### src/rtl/sys_reset_ctrl.sv
// rtl/sys_reset_ctrl.sv - reset sequencer: pin sync, hold stretch, staggered per-channel release
//
// Purpose: turns the raw board reset into synchronised, stretched, staggered
// active-high resets, one per consumer. Adds software and watchdog reset
// sources and records the last reset cause and a saturating reset count.
//
// Ports:
//   clk_in      in   system clock, rising edge
//   sys_rstn    in   asynchronous active-low board reset
//   sw_rst_req  in   software reset request, level-sampled each edge
//   wdt_kick    in   watchdog service strobe (ignored when WDT_EN=0)
//   rst_out     out  per-channel active-high resets, bit 0 released first
//   ready       out  all channels released and sequencer in RUN
//   rst_cause   out  last reset cause: 00 pin, 01 software, 10 watchdog
//   rst_count   out  soft/watchdog resets since last pin reset, saturates at 255
module sys_reset_ctrl #(
  parameter int NUM_CH      = 2,
  parameter int HOLD_CYCLES = 50,
  parameter int STAGGER     = 4,
  parameter int SYNC_STAGES = 2,
  parameter int WDT_EN      = 0,
  parameter int WDT_CYCLES  = 1024
) (
  input  logic              clk_in,
  input  logic              sys_rstn,
  input  logic              sw_rst_req,
  input  logic              wdt_kick,
  output logic [NUM_CH-1:0] rst_out,
  output logic              ready,
  output logic [1:0]        rst_cause,
  output logic [7:0]        rst_count
);

  localparam int HW = $clog2(HOLD_CYCLES + 1);
  localparam int SW = $clog2(STAGGER + 1);
  localparam int WW = $clog2(WDT_CYCLES + 1);

  localparam logic [HW-1:0] HOLD_LAST = HW'(HOLD_CYCLES - 1);
  localparam logic [SW-1:0] STAG_LAST = SW'(STAGGER - 1);
  localparam logic [WW-1:0] WDT_LAST  = WW'(WDT_CYCLES - 1);

  localparam logic [1:0] CAUSE_PIN = 2'b00;
  localparam logic [1:0] CAUSE_SW  = 2'b01;
  localparam logic [1:0] CAUSE_WDT = 2'b10;

  typedef enum logic [1:0] {
    ST_SYNC    = 2'd0,
    ST_HOLD    = 2'd1,
    ST_RELEASE = 2'd2,
    ST_RUN     = 2'd3
  } state_e;

  state_e                 state_q, state_d;
  logic [SYNC_STAGES-1:0] sync_q,  sync_d;
  logic [HW-1:0]          hold_q,  hold_d;
  logic [SW-1:0]          stag_q,  stag_d;
  logic [WW-1:0]          wdt_q,   wdt_d;
  logic [NUM_CH-1:0]      rst_q,   rst_d;
  logic                   ready_q, ready_d;
  logic [1:0]             cause_q, cause_d;
  logic [7:0]             count_q, count_d;
  logic                   sw_hit;
  logic                   wdt_hit;

  always_ff @(posedge clk_in or negedge sys_rstn) begin
    if (!sys_rstn) begin
      state_q <= ST_SYNC;
      sync_q  <= '0;
      hold_q  <= '0;
      stag_q  <= '0;
      wdt_q   <= '0;
      rst_q   <= '1;
      ready_q <= 1'b0;
      cause_q <= CAUSE_PIN;
      count_q <= '0;
    end else begin
      state_q <= state_d;
      sync_q  <= sync_d;
      hold_q  <= hold_d;
      stag_q  <= stag_d;
      wdt_q   <= wdt_d;
      rst_q   <= rst_d;
      ready_q <= ready_d;
      cause_q <= cause_d;
      count_q <= count_d;
    end
  end

  always_comb begin
    state_d = state_q;
    sync_d  = {sync_q[SYNC_STAGES-2:0], 1'b1};
    hold_d  = hold_q;
    stag_d  = stag_q;
    wdt_d   = wdt_q;
    rst_d   = rst_q;
    ready_d = ready_q;
    cause_d = cause_q;
    count_d = count_q;

    sw_hit  = sw_rst_req && ((state_q == ST_RELEASE) || (state_q == ST_RUN));
    // A kick on the expiry edge clears the counter instead of firing.
    wdt_hit = (WDT_EN != 0) && (state_q == ST_RUN) && !wdt_kick && (wdt_q == WDT_LAST);

    case (state_q)
      ST_SYNC: begin
        // The chain only ever fills once after a pin reset, so the edge on
        // which its last stage rises is the start of the hold period.
        if (sync_d[SYNC_STAGES-1] && !sync_q[SYNC_STAGES-1]) begin
          state_d = ST_HOLD;
          hold_d  = '0;
        end
      end
      ST_HOLD: begin
        if (hold_q == HOLD_LAST) begin
          // Channels are released as a thermometer: shifting in a zero
          // drops the lowest still-asserted channel.
          rst_d  = rst_q << 1;
          stag_d = '0;
          if (rst_d == '0) begin
            state_d = ST_RUN;
            ready_d = 1'b1;
          end else begin
            state_d = ST_RELEASE;
          end
        end else begin
          hold_d = hold_q + 1'b1;
        end
      end
      ST_RELEASE: begin
        if (stag_q == STAG_LAST) begin
          rst_d  = rst_q << 1;
          stag_d = '0;
          if (rst_d == '0) begin
            state_d = ST_RUN;
            ready_d = 1'b1;
          end
        end else begin
          stag_d = stag_q + 1'b1;
        end
      end
      ST_RUN: begin
        if (WDT_EN != 0) begin
          wdt_d = wdt_kick ? '0 : wdt_q + 1'b1;
        end
      end
      default: state_d = ST_SYNC;
    endcase

    // Software request takes precedence over a coincident watchdog expiry;
    // either way the count moves by one.
    if (sw_hit || wdt_hit) begin
      state_d = ST_HOLD;
      hold_d  = '0;
      stag_d  = '0;
      wdt_d   = '0;
      rst_d   = '1;
      ready_d = 1'b0;
      cause_d = sw_hit ? CAUSE_SW : CAUSE_WDT;
      if (count_q != 8'hFF) begin
        count_d = count_q + 8'd1;
      end
    end
  end

  assign rst_out   = rst_q;
  assign ready     = ready_q;
  assign rst_cause = cause_q;
  assign rst_count = count_q;

endmodule
### config.mk
export PLATFORM = sky130hd
export DESIGN_NAME = sys_reset_ctrl
export DESIGN_NICKNAME = d
export VERILOG_FILES = /design/src/rtl/sys_reset_ctrl.sv
export SDC_FILE = /design/constraint.sdc
export NUM_CORES = 1
export LEC_CHECK = 0
export CORE_MARGIN = 2
export CORE_UTILIZATION = 59
export DETAILED_ROUTE_END_ITERATION = 10
export PLACE_DENSITY_LB_ADDON = 0.2
export REMOVE_ABC_BUFFERS = 1
export SYNTH_ARGS = -nofsm -noshare
export SYNTH_HDL_FRONTEND = slang
export SYNTH_SLANG_ARGS = --single-unit
export TNS_END_PERCENT = 100
### constraint.sdc
create_clock -name clk_in -period 4.75 [get_ports clk_in]
set_clock_uncertainty 0.15 [all_clocks]
set_input_delay 0.95 -clock clk_in [delete_from_list [all_inputs] [get_ports clk_in]]
set_output_delay 0.95 -clock clk_in [all_outputs]
set_load 0.01 [all_outputs]
Word level (Yosys, flattened, before mapping) --
Cells that the tools add are included.
Word-level totals: bits in registers 25, bits of input ports 4, output and inout bits 13, logic and storage cells 60
Cells by class: add/subtract/negate cells 3, equality and inequality tests 11, mux-type cells 24, reduce and logical (&&, ||, !) cells 14
Operator list (number):
- $mux W6 | 3
- $mux W2 | 8
- $pmux W6 S2 | 1
- $mux W3 | 3
- $ne A3 B3 Y1 const B | 3
- $add A8 B1 Y8 const B | 1
- $ne A8 B8 Y1 const B | 1
- $add A6 B1 Y6 const B | 1
- $eq A6 B6 Y1 const B | 1
- $ne A3 B2 Y1 const B | 2
- $pmux W2 S3 | 1
- $pmux W3 S2 | 1
- $reduce_and A3 Y1 | 2
- $reduce_bool A3 Y1 | 2
- $mux W1 | 5
- $reduce_and A5 Y1 | 1
- $eq A2 B2 Y1 const B | 2
- $logic_not A2 Y1 | 2
- $pmux W2 S2 | 1
- $reduce_and A2 Y1 | 2
- $reduce_bool A4 Y1 | 1
- $add A3 B1 Y3 const B | 1
- $eq A3 B2 Y1 const B | 1
- $eq A2 B1 Y1 const B | 1
- 4 further kinds | 5

Longest topological paths before layout --
depth in word-level cells 5, mapped depth 8, mapped depth without buffers 6

Worst setup path before layout --
OpenSTA, ideal clock, no wires.
path kind input port to flip-flop, start point input sw_rst_req, end point register hold_q[5], setup time 0.126 ns, arrival 1.674 ns, required time 4.474 ns, path slack 2.800 ns, stages on the path 4, path buffers 1, cells stage by stage o21a_1 -> buf_4 -> o221ai_2 -> a221o_1
Between the ends: longest elaborated chain between the ends 3, elaborated cells on any way between the ends 6, classes of those cells eq/ne: 2; mux: 1; reduce/logical: 3
Ends and longest elaborated chain:
- start, declared | line 26 | input logic sw_rst_req,
- $logic_and A1 B1 Y1 * | line 100 | sw_hit = sw_rst_req && ((state_q == ST_RELEASE) || (state_q == ST_RUN));
- $ne A3 B3 Y1 (no source line) / $reduce_bool A3 Y1 (equally long branches)
- $reduce_and A3 Y1 (no source line)
- end signal, assigned | line 79 | hold_q <= hold_d;
- end, declared | line 55 | logic [HW-1:0] hold_q, hold_d;
Every way passes the cells marked *; elsewhere a longest branch is shown, timed or not. A chain may end at the register's enable or synchronous reset.

Worst setup path after layout --
start point register rst_q[0] (netlist: rst_out[0]), end point output rst_out[0]
RTL lines:
- start, declared | line 58 | logic [NUM_CH-1:0] rst_q, rst_d;
- start signal, assigned | line 82 | rst_q <= rst_d;
- end, declared | line 28 | output logic [NUM_CH-1:0] rst_out,
No word-level cell between the ends.

==> run_results.csv <==
group,metric,value,unit
floorplan,die_h,53.9,microns
finish,multi_input_area,781,sq um
finish,areaGrowthSynthToFinish,11.3,%
global_route,top_usage_layer,"met2",
floorplan,fp.dieW,53.9,microns
power_and_ir_drop,p_seq_share,68.2,%
synth,synth-main-ff-cell,"dfrtp_1",
power_and_ir_drop,power.share.clock,29.3,%
power_and_ir_drop,combPwrFrac,2.6,%
place,hpwl,1940,microns
finish,antennaDiodeCount,0,
synth,ys_ff_latch,25,
clocking,cts_buffers,3,
sta,maxSlewViolCount,0,
sta,rsz0062_at_grt,"false",
power_and_ir_drop,p_int,0.000247,W
routing,wl,2640,microns
global_route,grt_pass1_wl,4570,microns
global_route,grt_max_degree,26,
worst_setup_path,worstPathMaxFanout,5,
sta,holdWs,272,ps
clocking,clkLatencyLatePin,310,ps
sta,setup_slack,2180,ps
finish,nNetsFinal,164,
global_route,use_met1,29.2,%
routing,postRouteAntennaNets,0,
synth,synth_area_leaders,"dfrtp_1, ha_1, dfstp_2, nand2_1, a21o_1",
synth,yosys.cell_types.count,47,
clocking,clk_pin_slew_worst_paths,130,ps
floorplan,rows,18,
finish,fill_cells,202,
worst_setup_path,path_buf_inv,1,
worst_setup_path,crit_chain,"clkdlybuf4s50_1",
power_and_ir_drop,power.density,192,nW/um^2
worst_setup_path,cp-end-kind,"output port",
floorplan,core,2410,sq um
global_route,gr-total-overflow,0,
finish,regArea,628,sq um
sta,period_share,54.1,%
power_and_ir_drop,irDropWorstVdd,160,uV
synth,async_flop_share,100,%
sta,worst_slew_pin_slew,1090,ps
clocking,ctsLongestPathBuffers,2,
worst_setup_path,path_class,"flip-flop to output port",
global_route,use_met2,36.8,%
clocking,tritoncts,"built",
global_route,antenna_found_initial,0,
global_route,grt_usage,22.1,%
place,io_buffers,14,
place,place_congestion,0.775,
synth,synthCells,138,
run_status,status,"completed",
floorplan,die_area,2910,sq um
worst_setup_path,startpoint_type,"flip-flop",
worst_setup_path,rrSetupSlack,2470,ps
floorplan,ios,17,
place,pre_cts_slack,1920,ps
clocking,ctsResizeCount,0,
power_and_ir_drop,p_sw_share,21.3,%
sta,max_slew_margin,26.9,%
clocking,clock_sinks,25,
clocking,htree_levels,1,
routing,vias,1063,
worst_setup_path,cp.required,3650,ps
synth,netlist_area,1470,sq um
floorplan,initial_core_util,61.0,%
power_and_ir_drop,p_leak,0.721,nW
sta,clock.fmax,0.389,GHz
clocking,hold_buffers,0,
sta,hold_viol,0,
routing,viasPerCell,5.87,
worst_setup_path,arrival,1470,ps
sta,finalSetupTns,0,ps
worst_setup_path,cp_top_family,"flip-flops",
routing,route.detailed.drc,0,
synth,yosys.area.top_type,"dfrtp_1",
synth,syn_avg_cell_area,10.7,sq um
global_route,grt_pass1_vias,984,
synth,yosysSeqAreaShare,42.7,%
global_route,grt_use_met3,2.50,%
power_and_ir_drop,power_switching,0.0000670,W
sta,min_period,2570,ps
sta,finalSetupViolCount,0,
synth,yosysTopAreaCellShare,39.1,%
routing,dr.pass1.iters,4,
synth,synth_edf_count,0,
finish,drive_above_1_share,11.3,%
run,cap_violations,0,
clocking,cts.root.buffer_cell,"clkbuf_4",
worst_setup_path,cpPeakStageDelay,610,ps
synth,yosys_warnings,0,
clocking,postCtsSetupBuffers,0,
hold_path,hp-class,"flip-flop to flip-flop",
routing,drt_iter0_markers,15,
worst_setup_path,crit_slowest_cell,"dfstp_2",
routing,wl_per_cell,14.6,microns
metrics by stage:
stage / power, W / std cells / util [%] / instance area (sq um)
3_5_place_dp: 0.000227 / 177 / 66.8 / 1610
5_1_grt: 0.000327 / 181 / 67.9 / 1640
4_1_cts: 0.000318 / 181 / 67.9 / 1640
3_3_place_gp: 0.000226 / 177 / 66.8 / 1610
2_1_floorplan: 0.000220 / 133 / - / 1430
6_report: 0.000314 / 181 / 67.9 / 1640
cells in the mapped netlist, types with 3 or more instances:
| cell | number |
|---|---|
| mux2i_1 | 3 |
| xnor2_1 | 3 |
| inv_1 | 6 |
| nor2_1 | 3 |
| ha_1 | 8 |
| o21ai_0 | 4 |
| nand2_1 | 13 |
| mux2_1 | 3 |
| a21oi_1 | 4 |
| nand2b_1 | 6 |
| a21o_1 | 5 |
| nor2b_1 | 3 |
| xor2_1 | 3 |
| dfrtp_1 | 23 |
| buf_4 | 3 |
| nor3_1 | 5 |
| o2bb2ai_1 | 3 |
| nand3_1 | 5 |
worst paths after layout:
check | endpoint | cells after the start | from
min | sync_q[1]$_DFF_PN0_ | 0 | sync_q[0]$_DFF_PN0_
min in group asynchronous | state_q[0]$_DFFE_PN0P_ | 1 | sys_rstn
max in group asynchronous | rst_count[7]$_DFFE_PN0P_ | 1 | sys_rstn
max | rst_out[0] | 1 | rst_out[0]$_DFFE_PN1P_
min reg2reg | sync_q[1]$_DFF_PN0_ | 0 | sync_q[0]$_DFF_PN0_
max reg2reg | hold_q[5]$_DFFE_PN0P_ | 5 | state_q[0]$_DFFE_PN0P_
cell usage in the layout, fill, tap and decap left out, drive strengths merged, types with 2 or more instances in the layout:
cell,instances
nor2,3
and3,2
o21ai,7
nand3,5
clkbuf,3
xnor2,3
nand2b,6
dfrtp,23
mux2i,3
xor2,3
a21oi,5
or3b,2
inv,6
dfstp,2
mux2,3
conb,2
nor3,7
clkdlybuf4s50,14
o2bb2ai,3
nand2,13
ha,8
a21o,5
nand4,2
nor2b,3
logic make-up after synthesis:
family	count (synthesis)	synth area share [%]
XOR/XNOR	6	3.58
buffers and inverters	11	4.17
other	2	0.511
multiplexers	6	4.34
flip-flops	25	42.7
AO/OA/AOI/OAI	32	18.3
AND/OR/NAND/NOR	48	19.6
adder cells (fa/ha/maj)	8	6.81
layer usage:
| metal | vias to the layer above | routed length [microns] | share of wire [%] |
|---|---|---|---|
| met2 | 20 | 1290 | 49 |
| met1 | 515 | 1220 | 46 |
| li1 | 524 | - | - |
| met5 | - | 0 | 0 |
| met3 | 4 | 76 | 2.9 |
| met4 | 0 | 48 | 1.8 |
power by group through the flow:
stage | Combinational [W] | Clock, W | Sequential [W]
floorplan | 0.00000173 | 0 | 0.000218
finish | 0.00000813 | 0.0000920 | 0.000214
CTS | 0.00000842 | 0.0000952 | 0.000214
global placement | 0.00000806 | 0 | 0.000218
global route | 0.00000914 | 0.000103 | 0.000215
detailed placement | 0.00000842 | 0 | 0.000218
registers in the layout (all words and copies together), names as in the netlist:
signal / flops
hold_q: 6
ready: 1
rst_cause: 1
rst_count: 8
rst_out: 2
stag_q: 3
state_q: 2
sync_q: 2
cell type report:
type	count	area share, %
clock buffer	3	1.38
clock inverter	1	0.306
inverter	6	1.38
multi-input combinational	102	47.7
sequential	25	38.4
tap	30	2.29
timing repair buffer	14	8.56
Note: power is estimated with default switching activity, not from simulation.
